### config.mk
export PLATFORM = sky130hd
export DESIGN_NAME = stack_ctrl
export DESIGN_NICKNAME = d
export VERILOG_FILES = /design/src/rtl/stack_ctrl.sv
export SDC_FILE = /design/constraint.sdc
export NUM_CORES = 1
export LEC_CHECK = 0
export BUFFER_PORTS_ARGS = -buffer_cell sky130_fd_sc_hd__buf_2
export CORE_MARGIN = 2
export CORE_UTILIZATION = 45
export DETAILED_ROUTE_END_ITERATION = 10
export HOLD_SLACK_MARGIN = 0.06
export SYNTH_ARGS = -nofsm -noshare
export SYNTH_HDL_FRONTEND = slang
export SYNTH_SLANG_ARGS = --single-unit
### constraint.sdc
create_clock -name clk -period 8.18 [get_ports clk]
set_clock_uncertainty 0.1 [all_clocks]
set_input_delay 0.818 -clock clk [delete_from_list [all_inputs] [get_ports clk]]
set_output_delay 0.818 -clock clk [all_outputs]
set_load 0.01 [all_outputs]
### src/rtl/stack_ctrl.sv
`default_nettype none
// ============================================================================
//  Module   : stack_ctrl
//  Purpose  : RPN instruction sequencer for a 4-entry hardware operand stack.
//             Accepts one instruction per cycle from the fetch unit, drives
//             the stack load/push/pop/d controls, tracks depth, records the
//             first error, and runs a bit-serial shift-add multiplier
//             (and, optionally, a restoring divider).
//  Revision : 1.0 - initial release
// ----------------------------------------------------------------------------
//  Parameters
//    N         data width (must match the stack width)
//  Ports
//    clk       in   clock, rising edge
//    reset     in   synchronous active-high reset
//    op        in   [3:0]   offered opcode
//    imm       in   [N-1:0] immediate for PUSHI
//    valid     in   upstream offers op/imm
//    ready     out  controller accepts op/imm this cycle
//    qtop      in   [N-1:0] stack top entry
//    qnext     in   [N-1:0] stack second entry
//    load      out  stack: write d into top
//    push      out  stack: shift down
//    pop       out  stack: shift up
//    d         out  [N-1:0] stack write data
//    depth     out  [2:0]   valid stack entries (0..4)
//    busy      out  multi-cycle operation in progress
//    err       out  sticky error flag
//    err_code  out  [1:0]   first error: 1 underflow, 2 overflow,
//                           3 illegal opcode / divide by zero
//  Build option
//    STACK_CTRL_DIV_EN  when defined, opcodes A (DIV) and B (MOD) are
//                       implemented; otherwise they are illegal opcodes.
// ============================================================================
module stack_ctrl #(
    parameter int N = 16
) (
    input  logic         clk,
    input  logic         reset,
    input  logic [3:0]   op,
    input  logic [N-1:0] imm,
    input  logic         valid,
    output logic         ready,
    input  logic [N-1:0] qtop,
    input  logic [N-1:0] qnext,
    output logic         load,
    output logic         push,
    output logic         pop,
    output logic [N-1:0] d,
    output logic [2:0]   depth,
    output logic         busy,
    output logic         err,
    output logic [1:0]   err_code
);

    localparam logic [3:0] c_OP_NOP   = 4'h0;
    localparam logic [3:0] c_OP_PUSHI = 4'h1;
    localparam logic [3:0] c_OP_POP   = 4'h2;
    localparam logic [3:0] c_OP_DUP   = 4'h3;
    localparam logic [3:0] c_OP_ADD   = 4'h4;
    localparam logic [3:0] c_OP_SUB   = 4'h5;
    localparam logic [3:0] c_OP_MUL   = 4'h6;
    localparam logic [3:0] c_OP_AND   = 4'h7;
    localparam logic [3:0] c_OP_OR    = 4'h8;
    localparam logic [3:0] c_OP_XOR   = 4'h9;
`ifdef STACK_CTRL_DIV_EN
    localparam logic [3:0] c_OP_DIV   = 4'hA;
    localparam logic [3:0] c_OP_MOD   = 4'hB;
`endif

    localparam logic [1:0] c_ERR_UNDER = 2'd1;
    localparam logic [1:0] c_ERR_OVER  = 2'd2;
    localparam logic [1:0] c_ERR_ILL   = 2'd3;

    localparam int             CW         = (N > 1) ? $clog2(N) : 1;
    localparam logic [CW-1:0]  c_CNT_LAST = CW'(N - 1);

    typedef enum logic [1:0] {
        ST_IDLE = 2'd0,
        ST_MUL  = 2'd1,
        ST_WB   = 2'd2
    } state_t;

    state_t          r_state;
    state_t          w_state_nxt;
    logic [2:0]      r_depth;
    logic [2:0]      w_depth_nxt;
    logic            r_err;
    logic [1:0]      r_err_code;
    logic [CW-1:0]   r_cnt;
    // Iterative datapath. Multiply: r_a = shifted multiplicand,
    // r_b = shifted multiplier, r_acc = partial product.
    // Divide: r_a = dividend shifting out / quotient shifting in,
    // r_b = divisor, r_acc = partial remainder.
    logic [N-1:0]    r_a;
    logic [N-1:0]    r_b;
    logic [N-1:0]    r_acc;
    logic [N-1:0]    w_result;

    logic            w_fault;
    logic [1:0]      w_fault_code;
    logic            w_start;

`ifdef STACK_CTRL_DIV_EN
    logic            r_div_mode;
    logic            r_want_quot;
    logic [N:0]      w_rem_sh;
    logic [N-1:0]    w_rem_sub;
    logic            w_rem_ge;

    // Remainder is always below the divisor, so the shifted value fits in
    // N+1 bits and a successful subtraction always fits back into N bits.
    assign w_rem_sh  = {r_acc, r_a[N-1]};
    assign w_rem_ge  = (w_rem_sh >= {1'b0, r_b});
    assign w_rem_sub = w_rem_sh[N-1:0] - r_b;
    assign w_result  = r_want_quot ? r_a : r_acc;
`else
    assign w_result  = r_acc;
`endif

    assign depth    = r_depth;
    assign err      = r_err;
    assign err_code = r_err_code;

    // ------------------------------------------------------------------
    // Next state, stack controls and fault detection
    // ------------------------------------------------------------------
    always_comb begin
        ready        = 1'b0;
        load         = 1'b0;
        push         = 1'b0;
        pop          = 1'b0;
        d            = '0;
        busy         = 1'b0;
        w_state_nxt  = r_state;
        w_depth_nxt  = r_depth;
        w_fault      = 1'b0;
        w_fault_code = 2'd0;
        w_start      = 1'b0;

        if (!reset) begin
            case (r_state)
                ST_IDLE: begin
                    ready = 1'b1;
                    if (valid) begin
                        case (op)
                            c_OP_NOP: ;
                            c_OP_PUSHI: begin
                                if (r_depth <= 3'd3) begin
                                    load        = 1'b1;
                                    push        = 1'b1;
                                    d           = imm;
                                    w_depth_nxt = r_depth + 3'd1;
                                end else begin
                                    w_fault      = 1'b1;
                                    w_fault_code = c_ERR_OVER;
                                end
                            end
                            c_OP_POP: begin
                                if (r_depth >= 3'd1) begin
                                    pop         = 1'b1;
                                    w_depth_nxt = r_depth - 3'd1;
                                end else begin
                                    w_fault      = 1'b1;
                                    w_fault_code = c_ERR_UNDER;
                                end
                            end
                            c_OP_DUP: begin
                                if (r_depth == 3'd0) begin
                                    w_fault      = 1'b1;
                                    w_fault_code = c_ERR_UNDER;
                                end else if (r_depth >= 3'd4) begin
                                    w_fault      = 1'b1;
                                    w_fault_code = c_ERR_OVER;
                                end else begin
                                    load        = 1'b1;
                                    push        = 1'b1;
                                    d           = qtop;
                                    w_depth_nxt = r_depth + 3'd1;
                                end
                            end
                            c_OP_ADD, c_OP_SUB, c_OP_AND, c_OP_OR, c_OP_XOR: begin
                                if (r_depth >= 3'd2) begin
                                    load        = 1'b1;
                                    pop         = 1'b1;
                                    w_depth_nxt = r_depth - 3'd1;
                                    case (op)
                                        c_OP_ADD: d = qnext + qtop;
                                        c_OP_SUB: d = qnext - qtop;
                                        c_OP_AND: d = qnext & qtop;
                                        c_OP_OR:  d = qnext | qtop;
                                        default:  d = qnext ^ qtop;
                                    endcase
                                end else begin
                                    w_fault      = 1'b1;
                                    w_fault_code = c_ERR_UNDER;
                                end
                            end
                            c_OP_MUL: begin
                                if (r_depth >= 3'd2) begin
                                    w_start     = 1'b1;
                                    w_state_nxt = ST_MUL;
                                end else begin
                                    w_fault      = 1'b1;
                                    w_fault_code = c_ERR_UNDER;
                                end
                            end
`ifdef STACK_CTRL_DIV_EN
                            // Depth is checked before the zero divisor,
                            // since qtop is meaningless below depth 2.
                            c_OP_DIV, c_OP_MOD: begin
                                if (r_depth < 3'd2) begin
                                    w_fault      = 1'b1;
                                    w_fault_code = c_ERR_UNDER;
                                end else if (qtop == '0) begin
                                    w_fault      = 1'b1;
                                    w_fault_code = c_ERR_ILL;
                                end else begin
                                    w_start     = 1'b1;
                                    w_state_nxt = ST_MUL;
                                end
                            end
`endif
                            default: begin
                                w_fault      = 1'b1;
                                w_fault_code = c_ERR_ILL;
                            end
                        endcase
                    end
                end
                ST_MUL: begin
                    busy = 1'b1;
                    if (r_cnt == c_CNT_LAST) begin
                        w_state_nxt = ST_WB;
                    end
                end
                ST_WB: begin
                    busy        = 1'b1;
                    load        = 1'b1;
                    pop         = 1'b1;
                    d           = w_result;
                    w_depth_nxt = r_depth - 3'd1;
                    w_state_nxt = ST_IDLE;
                end
                default: begin
                    w_state_nxt = ST_IDLE;
                end
            endcase
        end
    end

    // ------------------------------------------------------------------
    // Control registers
    // ------------------------------------------------------------------
    always_ff @(posedge clk) begin
        if (reset) begin
            r_state    <= ST_IDLE;
            r_depth    <= 3'd0;
            r_err      <= 1'b0;
            r_err_code <= 2'd0;
        end else begin
            r_state <= w_state_nxt;
            r_depth <= w_depth_nxt;
            if (w_fault) begin
                r_err <= 1'b1;
                // Only the first error is recorded.
                if (!r_err) begin
                    r_err_code <= w_fault_code;
                end
            end
        end
    end

    // ------------------------------------------------------------------
    // Iterative multiply / divide datapath
    // ------------------------------------------------------------------
    always_ff @(posedge clk) begin
        if (reset) begin
            r_cnt       <= '0;
            r_a         <= '0;
            r_b         <= '0;
            r_acc       <= '0;
`ifdef STACK_CTRL_DIV_EN
            r_div_mode  <= 1'b0;
            r_want_quot <= 1'b0;
`endif
        end else if (w_start) begin
            r_cnt       <= '0;
            r_a         <= qnext;
            r_b         <= qtop;
            r_acc       <= '0;
`ifdef STACK_CTRL_DIV_EN
            r_div_mode  <= (op == c_OP_DIV) || (op == c_OP_MOD);
            r_want_quot <= (op == c_OP_DIV);
`endif
        end else if (r_state == ST_MUL) begin
            r_cnt <= r_cnt + CW'(1);
`ifdef STACK_CTRL_DIV_EN
            if (r_div_mode) begin
                if (w_rem_ge) begin
                    r_acc <= w_rem_sub;
                    r_a   <= {r_a[N-2:0], 1'b1};
                end else begin
                    r_acc <= w_rem_sh[N-1:0];
                    r_a   <= {r_a[N-2:0], 1'b0};
                end
            end else begin
                if (r_b[0]) begin
                    r_acc <= r_acc + r_a;
                end
                r_a <= r_a << 1;
                r_b <= r_b >> 1;
            end
`else
            if (r_b[0]) begin
                r_acc <= r_acc + r_a;
            end
            r_a <= r_a << 1;
            r_b <= r_b >> 1;
`endif
        end
    end

endmodule
`default_nettype wire

==> flow_summary.json, run 1 <==
{
  "status": "complete, no violations",
  "final.min_clock_period_ps": 5180,
  "tightest_slew_ps": 1200,
  "route.detailed.drc": 0,
  "drive_gt1_frac": 0.145,
  "ys_types": 64,
  "worstSetupStartpointType": "input pin",
  "worstReg2RegStart": "r_state[0]",
  "ir_drop_v": 0.0000980,
  "crit_path_end_kind": "primary output",
  "synth.area.top_cells": "dfxtp_1 20%, ha_1 16%, mux2i_1 6.4%, nor2_1 5.5%, o21ai_0 5.2%",
  "place_inst": 997,
  "power.density_mw_per_mm2": 137,
  "vias_per_cell": 5.92,
  "overflow": 0,
  "yosysWarnings": 0,
  "first_iter_violations": 517,
  "clk_path_buf_depth": 2,
  "start_util": 0.455,
  "diodes": 0,
  "detailed_place_hpwl_um": 13900,
  "finalNonFillerCells": 1013,
  "wl_um": 18400,
  "grt_usage": 0.256,
  "wl_per_cell_um": 18.2,
  "ios": 82,
  "cp_max_fo": 16,
  "grt_first_pass_wirelength_um": 29200,
  "drv_cap": 0,
  "io_buffer_count": 81,
  "synth_edf_count": 0,
  "area_growth_pct": 13.8,
  "clkSinkCount": 60,
  "numCtsBuffers": 9,
  "crit_path_end": "d[13]",
  "regToRegSetupSlack_ps": 5110,
  "synth-adder-area-share": 0.162,
  "arrival_ps": 4260,
  "muxShareOfSynthArea": 0.0639,
  "first_pass_iters": 5,
  "synth_ff_type": "dfxtp_1",
  "avgSynthCellArea_sq_um": 7.67,
  "routabilityCongestion": 0.985,
  "synth_top_family_by_area": "compound AO/OA/AOI/OAI gates",
  "ys_seq_elements": 60,
  "clk_pin_slew_ps": 50,
  "slew_viol_final": 0,
  "async_flop_share": 0,
  "synth_area_leader_cell": "dfxtp_1",
  "syn_area_sq_mm": 0.00595,
  "vias": 6001,
  "dieArea_sq_mm": 0.0142,
  "antenna_found_initial": 0,
  "htreeDepth": 3,
  "synth-compound-area-share": 0.276,
  "synth_commonest_cells": "87 x nor2_1, 74 x ha_1, 64 x nand2_1",
  "cts_tree": "built",
  "r2r_cells": 8,
  "ctsResizeCount": 0,
  "finalSetupViolations": 0,
  "nets": 963,
  "rsz0062_at_grt": "no",
  "finalSetupTns_ps": 0,
  "yosysMostFrequentCell": "nor2_1",
  "rr_endpoint": "r_acc[11]",
  "rows": 42,
  "yosys.area_share.simple": 0.178,
  "die_h_um": 119,
  "ctsRootBufferMaster": "clkbuf_16",
  "synth.top_cell.area_share": 0.202,
  "worstSkewPairLatency_ps": 330,
  "syn_nets": 907,
  "required_ps": 7260,
  "die_w_um": 119,
  "criticalPathCategory": "in -> out",
  "timing.slew.headroom": 0.197,
  "leakage_nw": 2.86,
  "cts_hold_buf": 0,
  "ant_nets": 0,
  "syn_inst": 776,
  "cts_setup_buffers": 0,
  "worst_hold_path_type": "reg -> reg",
  "min_period_over_period": 0.633,
  "seq_area_frac_synth": 0.202,
  "synth_xor_area_frac": 0.0545,
  "grt_pass1_vias": 5595,
  "timing.fmax_ghz": 0.193,
  "coreArea_sq_mm": 0.0131,
  "final_hold_viol_count": 0,
  "grt_max_degree": 64,
  "crit_start": "op[2]"
}
-- worst max-delay path: stages --
cell	delay, ps
buf_2	210
nor2b_1	160
buf_4	220
nand3_1	410
nor2_1	210
a21o_1	150
inv_1	60
ha_1	270
nor2b_1	190
o31a_1	200
o21ai_1	170
o31ai_1	530
a31oi_1	180
xor2_1	170
o21ai_0	160
buf_2	160
-- per-stage QoR --
step                      setup slack, ps  hold WS, ps   util  cell area, sq um  total power [W]
after global placement               3210          360  0.492              6440         0.000516
after CTS                            3090          382  0.517              6770         0.000927
final                                3000          379  0.517              6770         0.000924
after global routing                 2760          405  0.517              6770         0.000968
after detailed placement             3110          373  0.492              6440         0.000518
after floorplan                      3810          347      -              5950         0.000452
-- worst min path at each step --
stage           startpoint          end  slack [ps]  cells after the start
3_5_place_dp      r_acc[0]     r_acc[0]         370                      2
4_1_cts           r_acc[0]     r_acc[0]         380                      2
2_1_floorplan    r_acc[15]    r_acc[15]         350                      2
5_1_grt        err_code[0]  err_code[0]         400                      1
3_3_place_gp   err_code[0]  err_code[0]         360                      1
6_report          r_acc[6]     r_acc[6]         380                      2
-- state kept, by name (all words and copies together), names as in the netlist --
signal	cells
depth	3
err	1
err_code	2
r_a	16
r_acc	16
r_b	16
r_cnt	4
r_state	2
-- power by group --
part           switching, W  internal, W
clock              0.000141     0.000268
sequential       0.00000514     0.000297
combinational      0.000130    0.0000836
total              0.000276     0.000648
-- kinds of logic (layout without fill, tap and decap cells) --
group | count (synthesis) | count (layout)
AO/OA/AOI/OAI | 249 | 249
XOR/XNOR | 37 | 37
adder cells (fa/ha/maj) | 76 | 76
buffers and inverters | 92 | 153
flip-flops | 60 | 60
multiplexers | 38 | 38
AND/OR/NAND/NOR | 224 | 224
-- cells in the final DEF, fill, tap and decap left out, types with 7 or more instances in the layout --
master | Yosys | layout
a211oi_1 | 35 | 35
a21oi_1 | 45 | 45
a22oi_1 | 21 | 21
a31oi_1 | 10 | 10
buf_2 | 13 | 81
buf_4 | 3 | 7
clkbuf_16 | 0 | 9
dfxtp_1 | 60 | 60
ha_1 | 74 | 73
inv_1 | 49 | 49
mux2i_1 | 38 | 38
nand2_1 | 64 | 64
nand3_1 | 12 | 12
nor2_1 | 87 | 87
nor2b_1 | 12 | 12
nor3_1 | 8 | 8
o211ai_1 | 8 | 8
o21a_1 | 12 | 12
o21ai_0 | 62 | 61
o221ai_1 | 7 | 7
xnor2_1 | 25 | 25
xor2_1 | 12 | 12
-- cell type report --
cell class | count | area [sq um]
tap | 176 | 220
inverter | 49 | 184
clock inverter | 7 | 101
timing repair buffer | 88 | 458
fill | 1294 | 6320
sequential | 60 | 1200
multi-input combinational | 624 | 4380
clock buffer | 9 | 225
-- per-layer routing --
layer  global-route usage  vias to the layer above  wire length [um]
li1                     -                     2936                 -
met1                0.371                     2840              8960
met2                0.397                      207              8160
met3               0.0354                       18              1080
met4               0.0707                        0               199
met5                    0                        -                 0
(Power assumes the default switching activity.)
==> run 2: changes to the inputs <==
==> constraint.sdc (replaced) <==
create_clock -name clk -period 5.43 [get_ports clk]
set_clock_uncertainty 0.1 [all_clocks]
set_input_delay 0.543 -clock clk [delete_from_list [all_inputs] [get_ports clk]]
set_output_delay 0.543 -clock clk [all_outputs]
set_load 0.01 [all_outputs]
==> run 2 against run 1 <==
Clock-buffer cell count increased by 3. Core utilization grew 0.42 points. Clock power up 63%. Sequential power grew 51%. Die area unchanged. Via count down 0.13%. Combinational power is 53% higher. Largest power group unchanged.
==> flow_summary.json, run 2 (synthesized netlist as in run 1, its figures left out) <==
{
  "status": "complete, no violations",
  "crit_path_end_kind": "primary output",
  "tightest_slew_ps": 1130,
  "rsz0062_at_grt": "no",
  "final_common_cell": "nor2_1",
  "numCtsBuffers": 9,
  "drive_gt1_frac": 0.147,
  "overflow": 0,
  "diodes": 0,
  "fin_area_sq_mm": 0.00682,
  "grt_pass1_vias": 5607,
  "vias_per_cell": 5.89,
  "grt_usage": 0.259,
  "area_growth_pct": 14.7,
  "cts_setup_buffers": 0,
  "cts_tree": "built",
  "nets": 967,
  "timing.slew.headroom": 0.240,
  "regToRegSetupSlack_ps": 2410,
  "final_hold_viol_count": 0,
  "cts_hold_buf": 0,
  "worst_hold_path_type": "reg -> reg",
  "drv_cap": 0,
  "ctsRootBufferMaster": "clkbuf_16",
  "vias": 5993,
  "die_h_um": 119,
  "arrival_ps": 3870,
  "largest_registers": "r_a: 16 flops, r_acc: 16 flops, r_b: 16 flops",
  "rr_endpoint": "r_acc[11]",
  "criticalPathCategory": "in -> out",
  "fin_ws_ps": 917,
  "detailed_place_hpwl_um": 14100,
  "final.min_clock_period_ps": 4510,
  "clk_pin_slew_ps": 50,
  "antenna_found_initial": 1,
  "power.density_mw_per_mm2": 212,
  "finalSetupTns_ps": 0,
  "start_util": 0.455,
  "ctsResizeCount": 0,
  "finalSetupViolations": 0,
  "ios": 82,
  "r2r_cells": 8,
  "rows": 42,
  "leakage_nw": 2.90,
  "wl_um": 18600,
  "final.fill_count": 1291,
  "routabilityCongestion": 1.02,
  "holdPathStages": 1,
  "first_pass_iters": 6,
  "cp_max_fo": 16,
  "required_ps": 4790,
  "grt_first_pass_wirelength_um": 29300,
  "min_period_over_period": 0.831,
  "timing.fmax_ghz": 0.222,
  "ir_drop_v": 0.000169,
  "min_from": "err_code[1]",
  "clk_path_buf_depth": 2,
  "dp_slack_ps": 993,
  "coreArea_sq_mm": 0.0131,
  "grt_max_degree": 64,
  "worstSetupStartpointType": "input pin",
  "htreeDepth": 3,
  "io_buffer_count": 81,
  "slew_viol_final": 0,
  "layout_common_cells": "87 x nor2_1, 81 x buf_2, 73 x ha_1",
  "clkSinkCount": 60,
  "dieArea_sq_mm": 0.0142,
  "hold_path_end": "err_code[1]",
  "ant_nets": 0,
  "route.detailed.drc": 0,
  "die_w_um": 119,
  "wl_per_cell_um": 18.3,
  "worstSkewPairLatency_ps": 320,
  "worstReg2RegStart": "r_state[0]",
  "place_area_sq_mm": 0.00647,
  "first_iter_violations": 651
}
==> run 2: changes by cell type in the layout (fill, tap and decap cells not counted) <==
cell        before  now
bufinv_16        2    3
clkinv_2         0    1
clkinv_4         3    0
clkbuf_1         0    1
clkbuf_8         0    2
clkinvlp_4       2    0
buf_4            7   11
==> run 2: area by class of cell <==
type                            count  area [sq um]  area share
Tap cell                          176           220      0.0323
Clock buffer                       12           256      0.0376
Clock inverter                      4          95.1      0.0139
Timing Repair Buffer               92           488      0.0715
Sequential cell                    60          1200       0.176
Inverter                           49           184      0.0270
Multi-Input combinational cell    624          4380       0.642
==> run 2: through the flow <==
| step | hold WS, ps | util | instances | power (W) |
|---|---|---|---|---|
| after floorplan | 347 | - | 776 | 0.000681 |
| after global placement | 359 | 0.495 | 1001 | 0.000777 |
| after detailed placement | 371 | 0.495 | 1001 | 0.000783 |
| after CTS | 383 | 0.522 | 1017 | 0.00145 |
| after global routing | 400 | 0.522 | 1017 | 0.00151 |
| final | 377 | 0.522 | 1017 | 0.00145 |
==> run 2: critical path: stages <==
cell	delay, ps
buf_2	210
nor2b_1	160
buf_4	240
nand3_1	390
nor2_1	210
a21o_1	150
inv_1	60
ha_1	260
nor2b_1	150
o31a_1	200
o21ai_1	170
o31ai_1	480
a31oi_1	180
xor2_1	170
o21ai_0	150
buf_2	160
==> run 2: routing by layer <==
metal,GRT usage,vias up,routed length (um)
met1,0.371,2809,8750
met5,0,-,0
met3,0.0340,23,1250
met4,0.0670,0,307
li1,-,2942,-
met2,0.409,219,8260
==> run 2: worst max path at each step <==
stage               startpoint     to  slack [ps]  depth (start not counted)
floorplan                op[0]  d[13]        1610                         15
global placement         op[2]  d[13]        1060                         16
detailed placement       op[2]  d[11]         990                         16
CTS                      op[2]  d[13]         970                         16
global route             op[2]  d[11]         670                         16
finish                   op[2]  d[13]         920                         16
==> run 2: power breakdown <==
group          switching [W]  total, W  internal [W]
sequential        0.00000775  0.000455      0.000447
combinational       0.000199  0.000327      0.000127
clock               0.000194  0.000666      0.000472
==> run 3: changes to the inputs <==
--- a/config.mk
+++ b/config.mk
@@ -5,11 +5,13 @@
 export SDC_FILE = /design/constraint.sdc
 export NUM_CORES = 1
 export LEC_CHECK = 0
+export ABC_AREA = 1
 export BUFFER_PORTS_ARGS = -buffer_cell sky130_fd_sc_hd__buf_2
 export CORE_MARGIN = 2
 export CORE_UTILIZATION = 45
 export DETAILED_ROUTE_END_ITERATION = 10
 export HOLD_SLACK_MARGIN = 0.06
+export PLACE_DENSITY = 0.67
 export SYNTH_ARGS = -nofsm -noshare
 export SYNTH_HDL_FRONTEND = slang
 export SYNTH_SLANG_ARGS = --single-unit
==> constraint.sdc (replaced) <==
create_clock -name clk -period 4.1 [get_ports clk]
set_clock_uncertainty 0.1 [all_clocks]
set_input_delay 0.41 -clock clk [delete_from_list [all_inputs] [get_ports clk]]
set_output_delay 0.41 -clock clk [all_outputs]
set_load 0.01 [all_outputs]
==> run 3 against run 2 <==
Register-to-register slack worse by 780 ps. Final area up 4.3%. Wire length rose by 1.9%. Critical path depth rose by 4. Flip-flop and latch count unchanged. Critical path type unchanged. Critical endpoint is now d[12]. Largest power group unchanged.
==> flow_summary.json, run 3 <==
{
  "status": "complete, no violations",
  "min_period_over_period": 0.916,
  "rsz0062_at_grt": "no",
  "numCtsBuffers": 9,
  "first_iter_violations": 490,
  "clk_path_buf_depth": 2,
  "syn_area_sq_mm": 0.00629,
  "wl_um": 18900,
  "overflow": 0,
  "ys_types": 44,
  "cp_common_cell": "nand2_1",
  "regToRegSetupSlack_ps": 1630,
  "timing.slew.headroom": 0.523,
  "yosysMostFrequentCell": "nand2_1",
  "grt_first_pass_wirelength_um": 30700,
  "vias_per_cell": 5.31,
  "worst_hold_path_type": "in -> reg",
  "rows": 43,
  "final_common_cell": "nand2_1",
  "die_w_um": 122,
  "synth_edf_count": 0,
  "leakage_nw": 3.70,
  "cts_hold_buf": 0,
  "ctsRootBufferMaster": "clkbuf_16",
  "largest_registers": "r_a: 16 flops, r_acc: 16 flops, r_b: 16 flops",
  "final.min_clock_period_ps": 3750,
  "ios": 82,
  "synth_ff_type": "dfxtp_1",
  "power.density_mw_per_mm2": 298,
  "drive_gt1_frac": 0.119,
  "worstPathCellList": "buf_2, inv_2, nor2_4, nand2_1, o31ai_1, xor2_1, inv_1, ha_1, a21oi_1, nor2_1, o21ai_0, nand3_1, nand2_1, nand3_1, nand2_1, nand2_1, nand2_1, nand2_1, nand2_1, buf_2",
  "first_pass_iters": 5,
  "fin_area_sq_mm": 0.00712,
  "crit_slowest_cell": "ha_1",
  "cts_tree": "built",
  "dieArea_sq_mm": 0.0149,
  "fin_ws_ps": 346,
  "area_growth_pct": 13.2,
  "htreeDepth": 3,
  "vias": 6817,
  "timing.fmax_ghz": 0.266,
  "io_buffer_count": 81,
  "slew_viol_final": 0,
  "holdWs_ps": 316,
  "detailed_place_hpwl_um": 14700,
  "syn_inst": 1034,
  "coreArea_sq_mm": 0.0138,
  "wl_per_cell_um": 14.7,
  "avgSynthCellArea_sq_um": 6.08,
  "worstSkewPairLatency_ps": 330,
  "critPathBufInv": 4,
  "finalSetupTns_ps": 0,
  "grt_usage": 0.258,
  "clkSinkCount": 60,
  "routabilityCongestion": 0.905,
  "start_util": 0.457,
  "yosysWarnings": 0,
  "die_h_um": 122,
  "final.fill_count": 1459,
  "synth_commonest_cells": "297 x nand2_1, 137 x inv_1, 104 x nor2_1",
  "tightest_slew_ps": 715,
  "async_flop_share": 0,
  "clk_pin_slew_ps": 60,
  "synth_area_leader_cell": "dfxtp_1",
  "grt_max_degree": 38,
  "arrival_ps": 3240,
  "antenna_found_initial": 0,
  "required_ps": 3590,
  "final_hold_viol_count": 0,
  "criticalPathCategory": "in -> out",
  "layout_common_cells": "297 x nand2_1, 137 x inv_1, 104 x nor2_1",
  "seq_area_frac_synth": 0.191,
  "worstSetupStartpointType": "input pin",
  "ir_drop_v": 0.000311,
  "crit_path_end_kind": "primary output",
  "cts_setup_buffers": 0,
  "critical_path.top_delay_family": "simple AND/OR/NAND/NOR gates",
  "diodes": 0,
  "cp_max_fo": 16,
  "ant_nets": 0,
  "drv_cap": 0,
  "dp_slack_ps": 205,
  "nets": 1231,
  "max_stage_delay_ps": 350,
  "synth.area.top_cells": "dfxtp_1 19%, nand2_1 18%, ha_1 15%, inv_1 8.2%, nor2_1 6.2%",
  "finalSetupViolations": 0,
  "route.detailed.drc": 0,
  "place_area_sq_mm": 0.00680,
  "syn_nets": 1165,
  "ctsResizeCount": 0,
  "grt_pass1_vias": 6136,
  "synth.top_cell.area_share": 0.191,
  "ys_seq_elements": 60
}
==> run 3: kinds of logic after synthesis <==
kind of cell	synth area share
buf+inv	0.111
compound gates	0.175
simple gates	0.336
flops	0.191
xor+xnor	0.0334
fa+ha+maj	0.154
==> run 3: area by class of cell <==
type	count	area (sq um)	share of cell area
clock buffer	10	239	0.0336
clock inverter	6	63.8	0.00897
inverter	147	552	0.0775
multi-input combinational	797	4400	0.618
sequential	60	1200	0.169
tap	180	225	0.0317
timing repair buffer	85	435	0.0612
==> run 3: per-layer routing <==
layer / global-route usage / up-vias / share of wire
met3: 0.0260 / 27 / 0.051
met4: 0.0805 / 0 / 0.017
met1: 0.368 / 3109 / 0.49
met2: 0.410 / 190 / 0.44
met5: 0 / - / 0
li1: - / 3491 / -
==> run 3: tightest hold or removal path, cell delays in order <==
cell,delay (ps)
buf_2,130
nand2_1,70
a31oi_1,70
==> run 3: through the flow <==
step,std cells,power [W],utilization
global placement,1269,0.00136,0.494
global route,1285,0.00226,0.517
CTS,1285,0.00213,0.516
floorplan,1034,0.00116,-
detailed placement,1269,0.00137,0.494
finish,1285,0.00212,0.517
==> run 3: path summary, 6_finish.rpt <==
path                             startpoint          end  depth (start not counted)
worst min register to register  err_code[1]  err_code[1]                          2
worst max-delay path                  op[2]        d[12]                         20
worst max register to register     depth[2]       r_b[1]                          8
worst min-delay path                qtop[2]       r_b[2]                          3
==> run 3: power by group <==
group	total, W	leakage, nW	internal [W]	switching [W]
logic	0.000730	3.08	0.000235	0.000496
clock network	0.000753	0.144	0.000485	0.000269
registers	0.000639	0.484	0.000611	0.0000282
total	0.00212	3.70	0.00133	0.000792
